`config.mk`:
```
export PLATFORM = sky130hd
export DESIGN_NAME = regfile_sb
export DESIGN_NICKNAME = d
export VERILOG_FILES = /design/src/rtl/regfile_pkg.sv /design/src/rtl/regfile_scoreboard.sv /design/src/rtl/regfile_sb.sv
export SDC_FILE = /design/constraint.sdc
export NUM_CORES = 1
export LEC_CHECK = 0
export CAP_MARGIN = 20
export CORE_MARGIN = 2
export CORE_UTILIZATION = 50
export CTS_CLUSTER_SIZE = 40
export DETAILED_ROUTE_END_ITERATION = 6
export HOLD_SLACK_MARGIN = 0.03
export PLACE_DENSITY = 0.81
export SYNTH_ARGS = -nofsm -noshare
export SYNTH_HDL_FRONTEND = slang
export SYNTH_SLANG_ARGS = --single-unit
```
`constraint.sdc`:
```
create_clock -name clk -period 3.15 [get_ports clk]
set_clock_uncertainty 0.15 [all_clocks]
set_input_delay 0.63 -clock clk [delete_from_list [all_inputs] [get_ports clk]]
set_output_delay 0.63 -clock clk [all_outputs]
set_load 0.05 [all_outputs]
```
`src/rtl/regfile_pkg.sv`:
```
`default_nettype none
// +----------------------------------------------------------------------+
// | regfile_pkg                                                          |
// | Shared defaults and helpers for the parametrised register file.      |
// | Revision: 1.0                                                        |
// +----------------------------------------------------------------------+
package regfile_pkg;

    localparam int DEFAULT_WIDTH = 16;
    localparam int DEFAULT_DEPTH = 8;

    function automatic int idx_w(input int depth);
        return $clog2(depth);
    endfunction

endpackage : regfile_pkg
`default_nettype wire

```
`src/rtl/regfile_scoreboard.sv`:
```
`default_nettype none
// +----------------------------------------------------------------------+
// | regfile_scoreboard                                                   |
// | Per-register busy bits: set by issue, cleared by writeback.          |
// | Optional macro REGFILE_R0_ZERO_EN keeps busy[0] permanently clear.    |
// | Revision: 1.0                                                        |
// +----------------------------------------------------------------------+
module regfile_scoreboard #(
    parameter int DEPTH = 8,
    parameter int IDX_W = 3
) (
    input  logic             clk,
    input  logic             reset,
    input  logic             issue_valid,
    input  logic [IDX_W-1:0] issue_index,
    input  logic             we,
    input  logic [IDX_W-1:0] c_index,
    output logic [DEPTH-1:0] busy_vec
);

    logic             w_issue_en;
    logic [DEPTH-1:0] w_set;
    logic [DEPTH-1:0] w_clr;
    logic [DEPTH-1:0] r_busy;

`ifdef REGFILE_R0_ZERO_EN
    assign w_issue_en = issue_valid && (issue_index != '0);
`else
    assign w_issue_en = issue_valid;
`endif

    for (genvar i = 0; i < DEPTH; i++) begin : g_dec
        assign w_set[i] = w_issue_en && (issue_index == IDX_W'(i));
        assign w_clr[i] = we && (c_index == IDX_W'(i));
    end

    // Set is applied after clear so a same-cycle reissue keeps the bit high.
    always_ff @(posedge clk) begin
        if (reset) begin
            r_busy <= '0;
        end else begin
            r_busy <= (r_busy & ~w_clr) | w_set;
        end
    end

    assign busy_vec = r_busy;

endmodule : regfile_scoreboard
`default_nettype wire

```
`src/rtl/regfile_sb.sv`:
```
`default_nettype none
// +----------------------------------------------------------------------+
// | regfile_sb                                                           |
// | Parametrised register file: 2 async reads, 1 sync write, optional    |
// | write bypass and busy scoreboard. Macro REGFILE_R0_ZERO_EN makes     |
// | register 0 read as constant zero.                                    |
// | Revision: 1.0                                                        |
// +----------------------------------------------------------------------+
module regfile_sb
    import regfile_pkg::*;
#(
    parameter int WIDTH  = DEFAULT_WIDTH,
    parameter int DEPTH  = DEFAULT_DEPTH,
    parameter int BYPASS = 1,
    parameter int IDX_W  = idx_w(DEPTH)
) (
    input  logic                   clk,
    input  logic                   reset,
    input  logic [IDX_W-1:0]       a_index,
    input  logic [IDX_W-1:0]       b_index,
    input  logic [IDX_W-1:0]       c_index,
    input  logic                   we,
    input  logic [WIDTH-1:0]       d_input,
    input  logic                   issue_valid,
    input  logic [IDX_W-1:0]       issue_index,
    output logic [WIDTH-1:0]       a_output,
    output logic [WIDTH-1:0]       b_output,
    output logic                   a_busy,
    output logic                   b_busy,
    output logic [DEPTH-1:0]       busy_vec,
    output logic [DEPTH*WIDTH-1:0] dbg_regs
);

    logic [WIDTH-1:0] r_regs [DEPTH];
    logic [WIDTH-1:0] w_view [DEPTH];
    logic             w_wr_en;
    logic [WIDTH-1:0] w_a_stored;
    logic [WIDTH-1:0] w_b_stored;

`ifdef REGFILE_R0_ZERO_EN
    assign w_wr_en = we && (c_index != '0);
`else
    assign w_wr_en = we;
`endif

    always_ff @(posedge clk) begin
        if (reset) begin
            for (int i = 0; i < DEPTH; i++) begin
                r_regs[i] <= '0;
            end
        end else if (w_wr_en) begin
            r_regs[c_index] <= d_input;
        end
    end

    // w_view is what the outside world sees of each register.
    for (genvar i = 0; i < DEPTH; i++) begin : g_view
`ifdef REGFILE_R0_ZERO_EN
        if (i == 0) begin : g_zero
            assign w_view[i] = '0;
        end else begin : g_reg
            assign w_view[i] = r_regs[i];
        end
`else
        assign w_view[i] = r_regs[i];
`endif
        assign dbg_regs[i*WIDTH +: WIDTH] = w_view[i];
    end

    assign w_a_stored = w_view[a_index];
    assign w_b_stored = w_view[b_index];

    if (BYPASS != 0) begin : g_bypass
        logic w_a_hit;
        logic w_b_hit;
        assign w_a_hit  = w_wr_en && !reset && (a_index == c_index);
        assign w_b_hit  = w_wr_en && !reset && (b_index == c_index);
        assign a_output = w_a_hit ? d_input : w_a_stored;
        assign b_output = w_b_hit ? d_input : w_b_stored;
    end else begin : g_no_bypass
        assign a_output = w_a_stored;
        assign b_output = w_b_stored;
    end

    regfile_scoreboard #(
        .DEPTH (DEPTH),
        .IDX_W (IDX_W)
    ) u_scoreboard (
        .clk         (clk),
        .reset       (reset),
        .issue_valid (issue_valid),
        .issue_index (issue_index),
        .we          (we),
        .c_index     (c_index),
        .busy_vec    (busy_vec)
    );

    // Hazard flags deliberately see only the registered busy state.
    assign a_busy = busy_vec[a_index];
    assign b_busy = busy_vec[b_index];

endmodule : regfile_sb
`default_nettype wire
```
* After elaboration in Yosys (flattened, before gate mapping)
Memory sizes are Yosys's and may differ from the RTL's. Cells that the tools add are included.
Cells by class: divide/modulo/power cells 0, shift operators 0, mux-type cells 20, equality and inequality tests 16, bitwise gates (word level) 5, magnitude comparators 4, multiply operators 0, add/subtract/negate cells 0, reduce and logical (&&, ||, !) cells 23
Operator list (count):
- $mux 16 | 7
- $bmux 16 s3 | 2
- $eq 3x3->1 const B | 8
- $logic_and 1x1->1 | 19
- $reduce_or 16->1 | 1
- $eq 3x2->1 const B | 4
- $and 8x8->8 | 1
- $ge 4x4->1 const B | 2
- $lt 3x4->1 const B | 2
- $mux 1 | 8
- $not 3->4 | 2
- $not 8->8 | 1
- $or 8x8->8 | 1
- $bmux 1 s3 | 2
- $eq 3x1->1 const B | 2
- $eq 3x3->1 | 2
- $logic_not 3->1 | 2
- $mux 3 | 1
- $logic_not 1->1 | 1
Storage, ports and cells: register bits 8, bits in writable memories 128, latch bits 0, output and inout port bits 170, bits of input ports 32, memories kept 1, bits in read-only memories 0, word-level logic and storage cells 70
Memories:
- r_regs | words 8, bits a word 16, rd ports 8, clocked after Yosys merged registers in 0, wr ports 8, line regfile_sb.sv:34 | logic [WIDTH-1:0] r_regs [DEPTH];

* Logic depth before layout (Yosys ltp)
depth in word-level cells 5, mapped depth 6, depth with buffers taken out 3

* Cells and area by module
A second synthesis with hierarchy kept.
Second synthesis, totals: cells, all modules 492, area total of the unflattened synthesis 8025.2 sq um
By module, submodules not included:
- regfile_sb | area each 7623.6 sq um, instances 1, cells each 453
- regfile_scoreboard | area each 401.6 sq um, instances 1, cells each 39

* Worst setup path after synthesis
No wires, ideal clock.
path kind input-to-output, start input port b_index[1], end output port b_output[12], path buffers 2, arrival time 2.154 ns, required time 2.370 ns, setup slack 0.216 ns, stages on the path 5, cell sequence clkbuf_1 > clkbuf_1 > mux4_1 > mux2_2 > mux2_2
Between the ends: longest elaborated chain between the ends 5
RTL lines:
- start, declared | line regfile_sb.sv:20 | input logic [IDX_W-1:0] b_index,
- $not 3->4 (not written as such) | line regfile_sb.sv:71 | assign w_b_stored = w_view[b_index];
- $bmux 16 s3 | line regfile_sb.sv:71
- $mux 16 (not written as such) (2 in a row) | line regfile_sb.sv:71
- $mux 16 * | line regfile_sb.sv:79 | assign b_output = w_b_hit ? d_input : w_b_stored;
- end, declared | line regfile_sb.sv:27 | output logic [WIDTH-1:0] b_output,
Every way passes the cells marked *; elsewhere a longest branch is shown, timed or not. The select of a mux whose other input is x is not followed.

* Final worst setup path
start input port a_index[0], end output port a_output[6]
Between the ends: longest elaborated chain between the ends 5
RTL lines:
- start, declared | line regfile_sb.sv:19 | input logic [IDX_W-1:0] a_index,
- $not 3->4 (not written as such) | line regfile_sb.sv:70 | assign w_a_stored = w_view[a_index];
- $bmux 16 s3 | line regfile_sb.sv:70
- $mux 16 (not written as such) (2 in a row) | line regfile_sb.sv:70
- $mux 16 * | line regfile_sb.sv:78 | assign a_output = w_a_hit ? d_input : w_a_stored;
- end, declared | line regfile_sb.sv:26 | output logic [WIDTH-1:0] a_output,
Marked as above.

==> impl_results.md <==
- Min cycle time layout: 3.132 ns
- Pleak: 4.272 nW
- Fill cells: 996
- Worst slew pin tran: 0.7405 ns
- Share of cells above drive strength 1: 25.24%
- EDFF count, synth: 128
- # DRC: 0
- TritonCTS clock tree: yes
- Mean Syn Cell Area: 16.08 um2
- WP buf/inv: 3
- Setup ws final: 0.01827 ns
- Max clock buf depth: 2
- Synth top area share: 48.40%
- Seq. cell area: 4004 um2
- Yosys Warn Count: 0
- DP HPWL: 16.65 mm
- Max-slew violations: 0
- Root buf cell: clkbuf_16
- Final Hold Vio Count: 0
- Total Nets Final: 752
- Gp weighted congestion: 0.8781
- Cell area after synthesis: 7941 um2
- WL per Instance: 25.97 um
- Fmax: 319.3 MHz
- Seq/Total Area, Yosys: 50.42%
- Vias: 5780
- Reg2reg setup slack: 2.27 ns
- Worst path cell trace: buf_2, buf_12, mux4_1, mux2_2, mux2_2, buf_12
- PD cells: 540.0 nW/um2
- Multi-input logic area: 3689 um2
- Area growth from synthesis to layout: 39.70%
- Total of max-cap violations: 0
- IO Pins: 202
- Row Count: 46
- CP startpoint kind: primary input
- Initial Util: 50.54%
- Worst flop-to-flop path endpoint: u_scoreboard.busy_vec[7]$_SDFF_PP0_
- Width of the die: 130.0 um
- Largest net degree at the start of global routing: 36
- First-pass GRT wire length: 35.80 mm
- CP max-delay cell: mux4_1
- Worst Hold End: u_scoreboard.busy_vec[4]$_SDFF_PP0_
- Endpoints failing setup: 0
- Total power: 5.991 mW
- Slew margin rel.: 50.45%
- CP Capture Type: output port
- Worst endpoint required time: 2.37 ns
- Initial antenna violation count: 0
- Place WS: 0.03014 ns
- HP Class: register to register
- Min-Delay Path Depth: 2
- Worst-path clk slew: 0.06 ns
- Total negative slack: 0 ns
- Top cells by count, synth: and2_1, edfxtp_1, mux4_1
- Seq cells post-synth: 136
- Worst r2r path cells: 2
- R2R Path Start: u_scoreboard.busy_vec[7]$_SDFF_PP0_
- Core box area: 15710 um2
- Die height: 130.0 um
- Final period util: 99.42%
- GR Util All Layers: 29.57%
- TritonCTS Buffers: 17
- Top post-synthesis cells by area: edfxtp_1, mux4_1, and2_1
- Ant diodes: 0
- Hold buffer count at cts: 0
- Synth Instances: 494
- Die area: 16910 um2
- Worst path max stage delay: 0.62 ns
- CP top delay family: multiplexers
- Clk sink count: 136
- Crit. Startpoint: a_index[0]
- Worst vdd ir: 0.0003283 V
- Port Buffer Count: 201
- Cell taking the most area after synthesis: edfxtp_1
- RSZ-0062 raised after global routing: false
- Final Routed Wirelength: 24.65 mm
- Setup CP Type: primary input to output port
- Syn Nets: 526
- Vias in the first global route: 5749
- Iteration count of the initial detailed-routing pass: 5
- H-tree Lvls: 4
- Top_reg_cell synth: edfxtp_1
- Vias per inst: 6.091
- Global route overflow: 0
- Asr flop ratio synth: 0%
- Crit path DAT: 2.35 ns
- Cell variety after synth: 31
- Worst Hold Launch: u_scoreboard.busy_vec[4]$_SDFF_PP0_
- Clock Latency Late Sink: 0.42 ns
- Post-DRT Antenna Nets: 0
- Status: finished clean
- Violation count after the first detailed-route iteration: 537
- Worst-path fanout max: 16
-- worst register-to-register path, stage by stage, from the launching register on --
cell and delay [ns]:
dfxtp_1 0.38, inv_1 0.07, o21ai_0 0.20
-- metrics by stage --
stage	std cells	hold slack, ns	util (%)	instance area [um2]
2_1_floorplan	494	0.5421	-	7941
3_3_place_gp	914	0.3390	66.33	10420
3_5_place_dp	917	0.3549	66.55	10460
4_1_cts	949	0.3656	70.57	11090
5_1_grt	949	0.3921	70.61	11090
6_report	949	0.3797	70.61	11090
-- layout by cell type (no fill, tap or decap), types with 5 or more instances in the layout --
master,count
clkdlybuf4s50_1,162
xnor2_1,6
dfxtp_1,8
o21ai_0,6
mux4_2,5
buf_4,51
clkbuf_16,17
nor2_1,8
buf_12,19
and2_1,128
bufinv_16,5
mux2_4,10
inv_1,10
edfxtp_1,128
mux4_1,63
mux2_2,56
-- area by class of cell --
class,instances,share of cell area [%]
Tap cell,216,2.436
Multi-Input combinational cell,314,33.25
Inverter,10,0.3383
Clock buffer,17,3.834
Timing Repair Buffer,241,22.19
Sequential cell,136,36.09
Clock inverter,15,1.861
-- how the worst max path moves through the flow --
stage / to / depth (start not counted)
detailed placement: a_output[14] / 6
CTS: a_output[14] / 6
finish: a_output[6] / 6
global placement: a_output[12] / 6
floorplan: b_output[12] / 5
global route: a_output[6] / 6
-- kinds of logic after synthesis --
family	share of synthesized area [%]
AOI/OAI and AO/OA	1.355
xor gates and xnor gates	0.6617
buffers and inverters	3.340
DFF	50.42
muxes	32.09
and+or+nand+nor	12.13
-- per-layer routing --
metal / vias to the layer above / track usage, % / share of wire, %
li1: 2415 / - / -
met1: 2940 / 38.16 / 38
met2: 355 / 49.25 / 50
met3: 70 / 6.683 / 8.4
met4: 0 / 11.39 / 3.0
met5: - / 0 / 0
-- flip-flops by register name (all words and copies together), names as in the netlist --
name / cells
r_regs: 128
u_scoreboard.busy_vec: 8
-- power breakdown --
| group | leakage (nW) | total [mW] | internal [mW] | switching (mW) |
|---|---|---|---|---|
| combinational | 2.67 | 1.65 | 0.653 | 1.00 |
| sequential | 1.30 | 2.20 | 2.10 | 0.102 |
| clock | 0.299 | 2.13 | 1.39 | 0.744 |
-- repair_timing --
action	4_1_cts	5_1_grt
resized for setup	0	2
endpoints found under the setup margin	0	19
buffers inserted	0	0
No activity file was read; power rests on OpenSTA's default activity.
